--- src/rtl/gray_codec_pkg.sv ---
// gray_codec_pkg: shared slice arithmetic and reference decode for the Gray decoder
package gray_codec_pkg;
  function automatic int ceil_div(input int a, input int b);
    return (a + b - 1) / b;
  endfunction
  function automatic int slice_msb(input int w, input int st, input int s);
    return w - 1 - s * ceil_div(w, st);
  endfunction
  function automatic int slice_lsb(input int w, input int st, input int s);
    int l;
    l = w - (s + 1) * ceil_div(w, st);
    return (l < 0) ? 0 : l;
  endfunction
  function automatic logic [31:0] gray_to_bin(input logic [31:0] g, input int w);
    logic [31:0] gm;
    logic [31:0] b;
    gm = (w >= 32) ? g : (g & ((32'd1 << w) - 32'd1));
    b = '0;
    for (int i = 0; i < 32; i++) b[i] = ^(gm >> i);
    return b;
  endfunction
endpackage

--- src/rtl/gray_dec_stage.sv ---
// gray_dec_stage: one pipeline register resolving Gray bits [MSB:LSB] into binary
module gray_dec_stage #(
  parameter int WIDTH = 4,
  parameter int MSB = 3,
  parameter int LSB = 2
) (
  input  logic             clk,
  input  logic             rst_n,
  input  logic             i_valid,
  input  logic [WIDTH-1:0] i_word,
  input  logic             i_adv_next,
  output logic             o_adv,
  output logic             o_valid,
  output logic [WIDTH-1:0] o_word
);
  logic r_valid;
  logic [WIDTH-1:0] r_word;
  logic [WIDTH-1:0] w_word;
  logic w_x;
  assign o_adv = ~r_valid | i_adv_next;
  assign o_valid = r_valid;
  assign o_word = r_word;
  // resolve this slice MSB-first; bits above hold binary, the last one seeds the running XOR
  always_comb begin
    w_word = i_word;
    w_x = 1'b0;
    for (int i = WIDTH - 1; i >= 0; i--) begin
      if (i > MSB) w_x = i_word[i];
      else if (i >= LSB) begin
        w_x = w_x ^ i_word[i];
        w_word[i] = w_x;
      end
    end
  end
  // stage register: loads when advancing, holds while the stage ahead is stalled
  always_ff @(posedge clk or negedge rst_n) begin
    if (!rst_n) begin
      r_valid <= 1'b0;
      r_word <= '0;
    end else if (o_adv) begin
      r_valid <= i_valid;
      if (i_valid) r_word <= w_word;
    end
  end
endmodule

--- src/rtl/gray_to_binary_decoder.sv ---
// gray_to_binary_decoder: pipelined Gray-to-binary decoder; GRAY_STEP_CHECK_EN adds a +/-1 step check
module gray_to_binary_decoder
  import gray_codec_pkg::*;
#(
  parameter int WIDTH = 4,
  parameter int STAGES = 2
) (
  input  logic             clk,
  input  logic             rst_n,
  input  logic             in_valid,
  output logic             in_ready,
  input  logic [WIDTH-1:0] in_gray,
  output logic             out_valid,
  input  logic             out_ready,
  output logic [WIDTH-1:0] out_binary,
  output logic             out_step_err
);
  logic             w_valid [0:STAGES];
  logic [WIDTH-1:0] w_word  [0:STAGES];
  logic             w_adv   [0:STAGES];
  assign w_valid[0] = in_valid;
  assign w_word[0] = in_gray;
  assign w_adv[STAGES] = out_ready;
  assign in_ready = w_adv[0];
  assign out_valid = w_valid[STAGES];
  assign out_binary = w_word[STAGES];
  for (genvar s = 0; s < STAGES; s++) begin : g_stage
    gray_dec_stage #(
      .WIDTH(WIDTH),
      .MSB(slice_msb(WIDTH, STAGES, s)),
      .LSB(slice_lsb(WIDTH, STAGES, s))
    ) u_stage (
      .clk(clk),
      .rst_n(rst_n),
      .i_valid(w_valid[s]),
      .i_word(w_word[s]),
      .i_adv_next(w_adv[s+1]),
      .o_adv(w_adv[s]),
      .o_valid(w_valid[s+1]),
      .o_word(w_word[s+1])
    );
  end
`ifdef GRAY_STEP_CHECK_EN
  logic [WIDTH-1:0] r_ref;
  logic r_has_ref;
  logic [WIDTH-1:0] w_inc;
  logic [WIDTH-1:0] w_dec;
  assign w_inc = r_ref + WIDTH'(1);
  assign w_dec = r_ref - WIDTH'(1);
  assign out_step_err = r_has_ref & (out_binary != w_inc) & (out_binary != w_dec) & (out_binary != r_ref);
  // remember the last consumed word so a stalled word is judged against the same reference
  always_ff @(posedge clk or negedge rst_n) begin
    if (!rst_n) begin
      r_ref <= '0;
      r_has_ref <= 1'b0;
    end else if (out_valid & out_ready) begin
      r_ref <= out_binary;
      r_has_ref <= 1'b1;
    end
  end
`else
  assign out_step_err = 1'b0;
`endif
endmodule
--- config.mk ---
export PLATFORM = sky130hd
export DESIGN_NAME = gray_to_binary_decoder
export DESIGN_NICKNAME = d
export VERILOG_FILES = /design/src/rtl/gray_codec_pkg.sv /design/src/rtl/gray_dec_stage.sv /design/src/rtl/gray_to_binary_decoder.sv
export SDC_FILE = /design/constraint.sdc
export NUM_CORES = 1
export LEC_CHECK = 0
export BUFFER_PORTS_ARGS = -buffer_cell sky130_fd_sc_hd__buf_2
export CAP_MARGIN = 5
export CORE_AREA = 8 8 45 47
export CTS_BUF_LIST = sky130_fd_sc_hd__clkbuf_4 sky130_fd_sc_hd__clkbuf_8 sky130_fd_sc_hd__clkbuf_16
export DETAILED_ROUTE_END_ITERATION = 7
export DIE_AREA = 0 0 53 55
export PLACE_DENSITY = 0.65
export REMOVE_ABC_BUFFERS = 1
export SLEW_MARGIN = 10
export SYNTH_ARGS = -nofsm -noshare
export SYNTH_HDL_FRONTEND = slang
export SYNTH_HIERARCHICAL = 1
export SYNTH_SLANG_ARGS = --single-unit
--- constraint.sdc ---
create_clock -name clk -period 3.2 [get_ports clk]
set_input_delay 0 -clock clk [delete_from_list [all_inputs] [get_ports clk]]
set_output_delay 0 -clock clk [all_outputs]
set_load 0.01 [all_outputs]
## After elaboration in Yosys (flattened, before gate mapping)

Index checks and enable logic that the tools add are counted.

- Register bits after elaboration: 10
- Input bits: 8
- Output and inout bits: 7
- Word-level logic and storage cells: 13

- Bitwise logic cells: 7
- Reductions and logical operators: 2

Operators with widths:

| operator | number |
|---|---|
| 2-bit AND reduction | 2 |
| 1-bit XOR | 3 |
| 1-bit NOT | 2 |
| 1-bit bitwise OR | 2 |

## Logic depth before layout (Yosys ltp)

- Word-level depth: 4
- Gate-level depth with buffers: 4
- Depth with buffers taken out: 4

## By module

Netlist, hierarchy kept.

Modules (own cells, without submodules):

| module | times used | cells an instance | area each (sq um) | seq. area each (sq um) |
|---|---|---|---|---|
| gray_dec_stage at g_stage[0].u_stage | 1 | 13 | 226.5 | 125.1 |
| gray_dec_stage at g_stage[1].u_stage | 1 | 14 | 211.5 | 125.1 |
| gray_to_binary_decoder | 1 | 2 | 11.3 | 0.0 |

## Least setup slack after synthesis

No wires, ideal clock.

- Path kind: reg-to-reg
- Start: register g_stage[1].u_stage.r_valid
- End: register g_stage[0].u_stage.r_word[0]
- Setup time: 0.125 ns
- Arrival time: 1.028 ns
- Data required time: 3.075 ns
- Path slack: 2.047 ns
- Stages on the path, launching flop included: 5
- Buffers on the path: 0
- Clock period less this slack: 1.153 ns
- Cell sequence: dfrtp_1 > nand2b_4 > nand2b_4 > nand2_4 > mux2_4

RTL lines:

| element | line | source |
|---|---|---|
| start: declaration | gray_dec_stage.sv:16 | `logic r_valid;` |
| start signal: assignment | gray_dec_stage.sv:41 | `r_valid <= i_valid;` |
| end signal: assignment | gray_dec_stage.sv:42 | `if (i_valid) r_word <= w_word;` |
| end: declaration | gray_dec_stage.sv:17 | `logic [WIDTH-1:0] r_word;` |

==> impl_metrics.yaml <==
cells_and_area:
  stdcell_area_um2: 613
  final_util_pct: 44.3
  diodes: 0
  fill_cells: 134
  drive_gt1_share_pct: 56.0
  area_delta_synth_final_pct: 36.5
  layout.nets: 59
power_and_ir_drop:
  power.share.clock_pct: 28.8
  power_frac_comb_pct: 26.0
  powerDensity_nw_per_um2: 621
  power_frac_seq_pct: 45.1
  max-vdd-ir-drop_mv: 0.374
  p_int_uw: 283
  p_switching_uw: 97.6
  swShare_pct: 25.6
  leakagePower_uw: 0.000307
routing:
  wirelength_um: 764
  ant_nets: 0
  drt_iter0_drc: 0
  num_vias: 275
  drc: 0
  wire_per_inst_um: 11.6
  drt_pre_antenna_iters: 1
  via_per_inst: 4.17
synth:
  synth_top_cells_by_area: "dfrtp_1, mux2_4, mux2_2"
  synth_flop_cell: "dfrtp_1"
  ys_warn_count: 6
  ys_seq_area_share_pct: 55.7
  synth_commonest_cells: "dfrtp_1, mux2_2, mux2_4"
  synth-edff-count: 0
  synth_top_area_share_pct: 55.7
  syn-instance-count: 29
  yosys_register_bits: 10
  ys_types: 11
  syn_area_per_cell_um2: 15.5
  syn-cell-area_um2: 449
  ys_async_sr_fraction_pct: 100
  yosys.area.top_type: "dfrtp_1"
  yosysMostFrequentCell: "dfrtp_1"
timing:
  fin_crit_ns: 1.13
  worst_slack_ns: 2.07
  fin_crit_sh_pct: 35.4
  fmax_mhz: 882
  final_max_slew_viol_count: 0
  hold_viol_final: 0
  hold_ws_ns: 0.0162
  finalSetupViolations: 0
  fin_skew_ns: 0.00645
  rsz0062_at_grt: "no"
  setup_tns_ns: 0
cts:
  cts_tree: "done"
  cts.clk_slew.worst_paths_ns: 0.06
  cts-htree-levels: 1
  post_cts_buffers: 0
  cts_resized: 0
  cts_hold_buf: 5
  cts_num_sinks: 10
  clk_latency_ns: 0.26
  root_buffer: "clkbuf_4"
  cts_buffers: 3
  cts_buffer_depth: 2
critical_path:
  path_cells: "nand2b_4 > nand2b_4 > nand2_4 > mux2_4"
  cp.arrival_ns: 1.28
  worstSetupPathType: "flop to flop"
  ff2ff_setup_slack_ns: 2.07
  cp_common_cell: "nand2b_4"
  critPathLaunchType: "flop"
  critPathCaptureType: "flop"
  critPathRequiredTime_ns: 3.34
  critPathSlowestCell: "dfrtp_1"
  max_stage_delay_ns: 0.39
  critPathMaxFanout: 4
floorplan:
  core-area_um2: 1380
  dieArea_um2: 2920
  die_w_um: 53
  boundaryPins: 15
  start_util_pct: 32.5
  rows: 14
  die_h_um: 55
grt:
  gr-total-overflow: 0
  antenna_found_initial: 0
  first_global_vias: 314
  track_usage_pct: 6.49
  grt_max_degree: 11
  grt_pass1_wl_um: 1330
place:
  place_congestion: 0.648
  port_buffers: 13
  placed_area_um2: 527
  pre_cts_ws_ns: 2.07
outcome:
  status: "finished, final reports clean"
flow_run:
  drv_cap: 0
min_path:
  hold_path.class: "input port to flop"
layer usage:
layer  global-route usage [%]  wire length [um]  vias to the layer above
met1                     6.20               292                      128
met2                     10.5               353                       13
met5                        0                 0                        -
met3                     6.42               118                        0
li1                         -                 -                      134
met4                        0                 0                        0
final cells by class:
cell class,count,area [um2],share of cell area [%]
Tap cell,16,20.0,3.27
Clock buffer,4,36.3,5.92
Sequential cell,10,250,40.8
Timing Repair Buffer,18,115,18.8
Multi-Input combinational cell,18,191,31.2
worst max-delay path: cells and delay by family, from the launching register on:
family	cells	cell delay (ns)
flip-flops	1	0.39
AND/OR/NAND/NOR	3	0.33
multiplexers	1	0.30
sequential cells by signal (all words and copies together), names as in the netlist:
signal and flops:
g_stage.u_stage/o_valid 2, g_stage.u_stage/o_word 8
metrics by stage:
| step | power [uW] | std cells |
|---|---|---|
| floorplan | 234 | 28 |
| global placement | 270 | 57 |
| CTS | 390 | 66 |
| finish | 381 | 66 |
| global route | 410 | 66 |
| detailed placement | 272 | 57 |
cells by family after synthesis:
group                     count (synthesis)  synth area share (%)
other                                     1                 0.835
and+or+nand+nor                           6                  12.5
DFF                                      10                  55.7
buffers and inverters                     1                  1.67
muxes                                     8                  23.4
xor gates and xnor gates                  3                  5.85
layout by cell type (no fill, tap or decap), types with 2 or more instances in the layout:
cell type and instances:
dlygate4sd3_1 5, nand2b_4 2, dfrtp_1 10, mux2_4 4
buf_2 13, xor2_1 3, clkbuf_4 3, mux2_2 4
power by group through the flow:
stage / Sequential [uW] / Clock [uW] / Combinational, uW
2_1_floorplan: 184 / 0 / 50.4
3_3_place_gp: 174 / 0 / 95.8
3_5_place_dp: 175 / 0 / 97.5
4_1_cts: 172 / 115 / 102
5_1_grt: 176 / 124 / 110
6_report: 172 / 110 / 99.1
worst paths after layout:
kind                                                          start                                        to  cells past startpoint
min in group asynchronous                                     rst_n  g_stage[1].u_stage/o_word[0]$_DFFE_PN0P_                      2
hold / removal                                            out_ready    g_stage[1].u_stage/o_valid$_DFFE_PN0P_                      3
setup reg to reg             g_stage[1].u_stage/o_valid$_DFFE_PN0P_  g_stage[0].u_stage/o_word[3]$_DFFE_PN0P_                      4
max in group asynchronous                                     rst_n  g_stage[1].u_stage/o_word[3]$_DFFE_PN0P_                      2
setup / recovery             g_stage[1].u_stage/o_valid$_DFFE_PN0P_  g_stage[0].u_stage/o_word[3]$_DFFE_PN0P_                      4
hold reg to reg            g_stage[1].u_stage/o_word[0]$_DFFE_PN0P_  g_stage[1].u_stage/o_word[0]$_DFFE_PN0P_                      1
No activity file was read; power rests on OpenSTA's default activity.
